$ cat config.mk
export PLATFORM = sky130hd
export DESIGN_NAME = traffic_phase_scheduler
export DESIGN_NICKNAME = d
export VERILOG_FILES = /design/src/rtl/traffic_phase_scheduler.sv
export SDC_FILE = /design/constraint.sdc
export NUM_CORES = 1
export LEC_CHECK = 0
export ABC_CLOCK_PERIOD_IN_PS = 3000
export BUFFER_PORTS_ARGS = -buffer_cell sky130_fd_sc_hd__buf_4
export CELL_PAD_IN_SITES_DETAIL_PLACEMENT = 0
export CELL_PAD_IN_SITES_GLOBAL_PLACEMENT = 1
export CORE_UTILIZATION = 25
export DETAILED_ROUTE_END_ITERATION = 16
export GPL_ROUTABILITY_DRIVEN = 0
export HOLD_SLACK_MARGIN = 0.02
export PLACE_DENSITY = 0.51
export SYNTH_ARGS = -nofsm -noshare
export SYNTH_HDL_FRONTEND = slang
export SYNTH_SLANG_ARGS = --single-unit
$ cat constraint.sdc
create_clock -name CLK -period 3 [get_ports CLK]
set_clock_uncertainty 0.05 [all_clocks]
set_input_delay 0.3 -clock CLK [delete_from_list [all_inputs] [get_ports CLK]]
set_output_delay 0.3 -clock CLK [all_outputs]
set_load 0.05 [all_outputs]
$ cat src/rtl/traffic_phase_scheduler.sv
// Two-road signal phase sequencer: G1-Y1-AR-G2-Y2-AR with pedestrian service and gap-out.
// Optional flashing-red mode is compiled in when FLASH_MODE_EN is defined.
module traffic_phase_scheduler #(
  parameter int GREEN_TIME  = 5,
  parameter int YELLOW_TIME = 3,
  parameter int ALLRED_TIME = 1,
  parameter int MIN_GREEN   = 2,
  parameter int TIMER_W     = 8
) (
  input  logic       CLK,
  input  logic       RESET,
  input  logic       TICK,
  input  logic       PED_REQ1,
  input  logic       PED_REQ2,
`ifdef FLASH_MODE_EN
  input  logic       FLASH,
`endif
  output logic       G1,
  output logic       Y1,
  output logic       R1,
  output logic       G2,
  output logic       Y2,
  output logic       R2,
  output logic       WALK1,
  output logic       WALK2,
  output logic       PED_ACK1,
  output logic       PED_ACK2,
  output logic [2:0] PHASE
);

  typedef enum logic [2:0] {
    S_AR_A  = 3'd0,
    S_G1    = 3'd1,
    S_Y1    = 3'd2,
    S_AR_B  = 3'd3,
    S_G2    = 3'd4,
    S_Y2    = 3'd5,
    S_FLASH = 3'd6,
    S_BAD   = 3'd7
  } state_t;

  state_t             r_state, w_next;
  logic [TIMER_W-1:0] r_cnt, w_cnt_next, w_last;
  logic               r_pend1, r_pend2;
  logic               r_walk1, r_walk2;
  logic               r_ack1, r_ack2;
  logic [5:0]         r_lamp, w_lamp;
  logic               w_gap, w_end;
  logic               w_acc1, w_acc2;
  logic               w_walk1, w_walk2;
`ifdef FLASH_MODE_EN
  logic               r_flash_r, w_flash_r;
`endif

  // Last count of the current phase and whether a waiting cross street may cut green short
  always_comb begin
    w_last = TIMER_W'(ALLRED_TIME - 1);
    w_gap  = 1'b0;
    case (r_state)
      S_G1: begin
        w_last = TIMER_W'(GREEN_TIME - 1);
        w_gap  = r_pend2 && (r_cnt >= TIMER_W'(MIN_GREEN - 1));
      end
      S_G2: begin
        w_last = TIMER_W'(GREEN_TIME - 1);
        w_gap  = r_pend1 && (r_cnt >= TIMER_W'(MIN_GREEN - 1));
      end
      S_Y1, S_Y2: w_last = TIMER_W'(YELLOW_TIME - 1);
      default:    w_last = TIMER_W'(ALLRED_TIME - 1);
    endcase
    w_end = (r_cnt == w_last) || w_gap;
  end

  // Next state and phase counter; only TICK advances time, illegal codes recover to AR_A
  always_comb begin
    w_next     = r_state;
    w_cnt_next = r_cnt;
`ifdef FLASH_MODE_EN
    w_flash_r  = r_flash_r;
`endif
    case (r_state)
      S_AR_A, S_G1, S_Y1, S_AR_B, S_G2, S_Y2: begin
        if (TICK) begin
          if (w_end) begin
            w_cnt_next = '0;
            case (r_state)
              S_AR_A:  w_next = S_G1;
              S_G1:    w_next = S_Y1;
              S_Y1:    w_next = S_AR_B;
              S_AR_B:  w_next = S_G2;
              S_G2:    w_next = S_Y2;
              default: w_next = S_AR_A;
            endcase
          end else begin
            w_cnt_next = r_cnt + 1'b1;
          end
        end
      end
`ifdef FLASH_MODE_EN
      S_FLASH: begin
        if (TICK && !FLASH) begin
          w_next     = S_AR_A;
          w_cnt_next = '0;
        end
      end
`endif
      default: begin
        w_next     = S_AR_A;
        w_cnt_next = '0;
      end
    endcase
`ifdef FLASH_MODE_EN
    if (TICK && FLASH) begin
      w_next     = S_FLASH;
      w_cnt_next = '0;
      w_flash_r  = (r_state == S_FLASH) ? ~r_flash_r : 1'b1;
    end
`endif
  end

  // Pedestrian acceptance on green entry and lamp decode of the upcoming state
  always_comb begin
    w_acc1  = (w_next == S_G1) && (r_state != S_G1)
              && (r_pend1 || PED_REQ1);
    w_acc2  = (w_next == S_G2) && (r_state != S_G2)
              && (r_pend2 || PED_REQ2);
    w_walk1 = (w_next == S_G1)
              && ((r_state == S_G1) ? r_walk1 : w_acc1);
    w_walk2 = (w_next == S_G2)
              && ((r_state == S_G2) ? r_walk2 : w_acc2);
    w_lamp  = 6'b001_001;
    case (w_next)
      S_G1:    w_lamp = 6'b100_001;
      S_Y1:    w_lamp = 6'b010_001;
      S_G2:    w_lamp = 6'b001_100;
      S_Y2:    w_lamp = 6'b001_010;
`ifdef FLASH_MODE_EN
      S_FLASH: w_lamp = {2'b00, w_flash_r, 2'b00, w_flash_r};
`endif
      default: w_lamp = 6'b001_001;
    endcase
  end

  // State, counter, pending latches and registered outputs
  always_ff @(posedge CLK or posedge RESET) begin
    if (RESET) begin
      r_state <= S_AR_A;
      r_cnt   <= '0;
      r_pend1 <= 1'b0;
      r_pend2 <= 1'b0;
      r_walk1 <= 1'b0;
      r_walk2 <= 1'b0;
      r_ack1  <= 1'b0;
      r_ack2  <= 1'b0;
      r_lamp  <= 6'b001_001;
`ifdef FLASH_MODE_EN
      r_flash_r <= 1'b0;
`endif
    end else begin
      r_state <= w_next;
      r_cnt   <= w_cnt_next;
      r_pend1 <= w_acc1 ? 1'b0 : (r_pend1 | PED_REQ1);
      r_pend2 <= w_acc2 ? 1'b0 : (r_pend2 | PED_REQ2);
      r_walk1 <= w_walk1;
      r_walk2 <= w_walk2;
      r_ack1  <= w_acc1;
      r_ack2  <= w_acc2;
      r_lamp  <= w_lamp;
`ifdef FLASH_MODE_EN
      r_flash_r <= w_flash_r;
`endif
    end
  end

  assign {G1, Y1, R1, G2, Y2, R2} = r_lamp;
  assign WALK1    = r_walk1;
  assign WALK2    = r_walk2;
  assign PED_ACK1 = r_ack1;
  assign PED_ACK2 = r_ack2;
  assign PHASE    = r_state;

endmodule

==> summary.md <==
| Metric | Value |
|---|---|
| Status | complete, no violations |
| Asr flop ratio synth | 100% |
| Core Footprint | approximately 0.005 mm² |
| Die Ht | about 75 µm |
| Total power | ~1.8 mW |
| Number of synthesized flops with an enable pin | 0 |
| Clock sink count | 23 |
| Initial Utilization | between 20% and 30% |
| Number of global-route vias before repair | between 1k and 1.5k |
| Setup WS post-layout | about 0.55 ns |
| Slew Limit Fails | 0 |
| Hold_ws | 0.185 ns |
| Grt ovf | 0 |
| Synth Area in Compound Gates | between 10% and 20% |
| Sequential Area | ~580 µm² |
| Resized cells post-CTS | 0 |
| HPWL after detailed placement | 2430 µm |
| Leading area contributor after synthesis | dfrtp_1 |
| Final Hold Fails | 0 |
| Number of detailed-route iterations in the first pass | 4 |
| Lkg Pwr | about 0.69 nW |
| Worst slew margin | around 40% |
| Multi-input gate area | 683 µm² |
| Synthesized netlist cell count | roughly 140 |
| Netlist cell types | 43 |
| Cts bufs inserted | 3 |
| Top-area cell type share of the netlist area | about two fifths |
| Total of max-cap violations | 0 |
| Fin nets | approximately 170 |
| Chip width | 74.8 µm |
| Simple-gate share of the synthesized area | approximately a quarter |
| Area Growth Syn to Fin | 18.1% |
| CTS Hold Buffers Added | 0 |
| Post-route ant nets | 0 |
| Synthesized area | ~0.0013 mm² |
| YS warnings | 0 |
| Top FF cell, synth | dfrtp_1 |
| Maximum clock path buffer count | 2 |
| DRC viols | 0 |
| Multiplexer area fraction after synthesis | 3.12% |
| Clk Tree Root Cell | clkbuf_8 |
| Setup CP Type | register to register |
| CP startpoint kind | register |
| Top-Level Pins | 18 |
| Min-Delay Path Class | input pin to async pin |
| Post-synthesis sequential area ratio | between 40% and 50% |
| Synthesized net count | 149 |
| Largest net degree at the start of global routing | 24 |
| Vias | between 1k and 1.5k |
| Setup TNS | 0 ns |
| Average wire per standard cell | around 15 µm |
| Worst ir drop on vdd | 0.000369 V |
| Mean post-synth cell area | ~9.4 µm² |
| Clock Latency Late Sink | between 0.2 and 0.3 ns |
| Minimum clock period | about 2.5 ns |
| XOR/XNOR share of the synthesized area | under 10% |
| CTS clk-pin slew, worst paths | approximately 0.090 ns |
| Final WL | 3310 µm |
| Register bit total from synthesis | 23 |
| Fmax achieved | a little over 400 MHz |
| DRT iter0 DRCs | 70 |
| Largest family of logic cells by synthesized area | simple AND/OR/NAND/NOR gates |
| CP endpoint kind | register |
| Slew @ Worst Pin | 0.910 ns |
| Rows | 26 |
| Setup slack at placement | 0.567 ns |
| Initial antenna violation count | 0 |
| Final setup vio count | 0 |
| Tcrit/Tclk final | between 80% and 90% |
| Maximum single-stage delay on the critical path | 0.64 ns |
| Power Density | about 1200 mW/mm² |
| Filler cell count | around 550 |
| H-tree level count | 1 |
| Layout cells sized above 1 | 23.1% |
| Count leader, synth | dfrtp_1 |
| Synth cell count leaders | dfrtp_1, nor2_1, nand2_1 |
| Vias per cell | roughly 5 |
| Crit-path cells | xor2_1 -> nand3_1 -> or4_4 -> a31oi_4 -> mux2_2 |
| Crit path DAT | 2.59 ns |
| First-pass GRT wire length | around 5500 µm |
| CTS tree | built |
| RSZ-0062 raised after global routing | no |
| Final core area utilization | between 30% and 40% |
| Post-synthesis adder-cell area fraction | roughly 2.8% |
| Slowest stage cell, crit path | dfrtp_1 |
| Critical Path Fanout Max | 14 |
| Diodes inserted | 0 |
| Die footprint | ~0.0056 mm² |
| R2r worst-path depth | 5 |
| PortBufs | 17 |
| Worst Path Required | 3.14 ns |
| GRT Overall Usage | between 10% and 20% |
| # Post-CTS Setup Buffers | 0 |
| Top cells by area, synth | dfrtp_1, o211ai_1, dfstp_2, nor2_1, a31oi_1 |
[worst max-delay path, delay by kind of cell (launching register included)]
kind,cells,cell delay (ns)
AND/OR/NAND/NOR,2,0.72
flip-flops,1,0.64
multiplexers,1,0.37
AO/OA/AOI/OAI,1,0.32
XOR/XNOR,1,0.27
[worst paths after layout]
kind                              to  slack, ns      from
setup / recovery           r_lamp[0]       0.55  PHASE[2]
hold / removal               r_pend2       0.18     RESET
setup reg to reg           r_lamp[0]       0.55  PHASE[2]
hold reg to reg             r_cnt[3]       0.48  r_cnt[3]
max in group asynchronous   r_cnt[3]       2.16     RESET
min in group CLK             r_pend1       0.22  PED_REQ1
[power by group]
group | leakage, nW | switching, mW | internal, mW
Combinational | 0.369 | 0.680 | 0.388
Clock | 0.0228 | 0.101 | 0.0948
Sequential | 0.294 | 0.124 | 0.416
Total | 0.686 | 0.906 | 0.899
[cells by family (layout without fill, tap and decap cells)]
logic type      after synthesis  after routing
fa+ha+maj                     3              3
flops                        23             23
compound gates               35             35
xor+xnor                      2              2
simple gates                 59             59
mux                           4              4
buf+inv                      15             30
[cell usage in the layout (no fill, tap or decap), types with 3 or more instances in the layout]
cell,Yosys,routed
a31oi_1,6,6
and3_1,4,4
buf_4,0,19
clkbuf_8,0,3
dfrtp_1,21,21
ha_1,3,3
inv_1,7,7
mux2i_1,3,3
nand2_1,10,10
nand2b_1,5,5
nand3_1,6,6
nor2_1,11,11
nor3_1,4,4
o211ai_1,8,8
o21ai_0,7,7
or4_4,3,3
[area by class of cell]
class | instances | share of cell area, %
repair buffers | 19 | 9.13
clock buffers | 4 | 2.88
multi-input cells | 103 | 43.7
flip-flops and latches | 23 | 37.0
well taps | 70 | 5.60
inverters | 7 | 1.68
[registers in the layout (all words and copies together) (netlist names)]
| name | flops |
|---|---|
| PED_ACK2 | 1 |
| r_lamp | 6 |
| r_cnt | 8 |
| PED_ACK1 | 1 |
| r_pend1 | 1 |
| PHASE | 3 |
| WALK2 | 1 |
| r_pend2 | 1 |
| WALK1 | 1 |
[per-layer routing]
layer  GRT usage (%)  up-vias  share of wire (%)
met5               0        -                  0
met3            2.01        7                5.1
met1            17.1      539                 46
li1                -      550                  -
met4            5.45        0                1.8
met2            22.3       32                 47
[through the flow]
stage / std cells / cell area [µm²]
detailed placement: 222 / 1520
CTS: 226 / 1560
global route: 226 / 1560
floorplan: 141 / 1320
global placement: 222 / 1520
finish: 226 / 1560
Note: power is estimated with default switching activity, not from simulation.
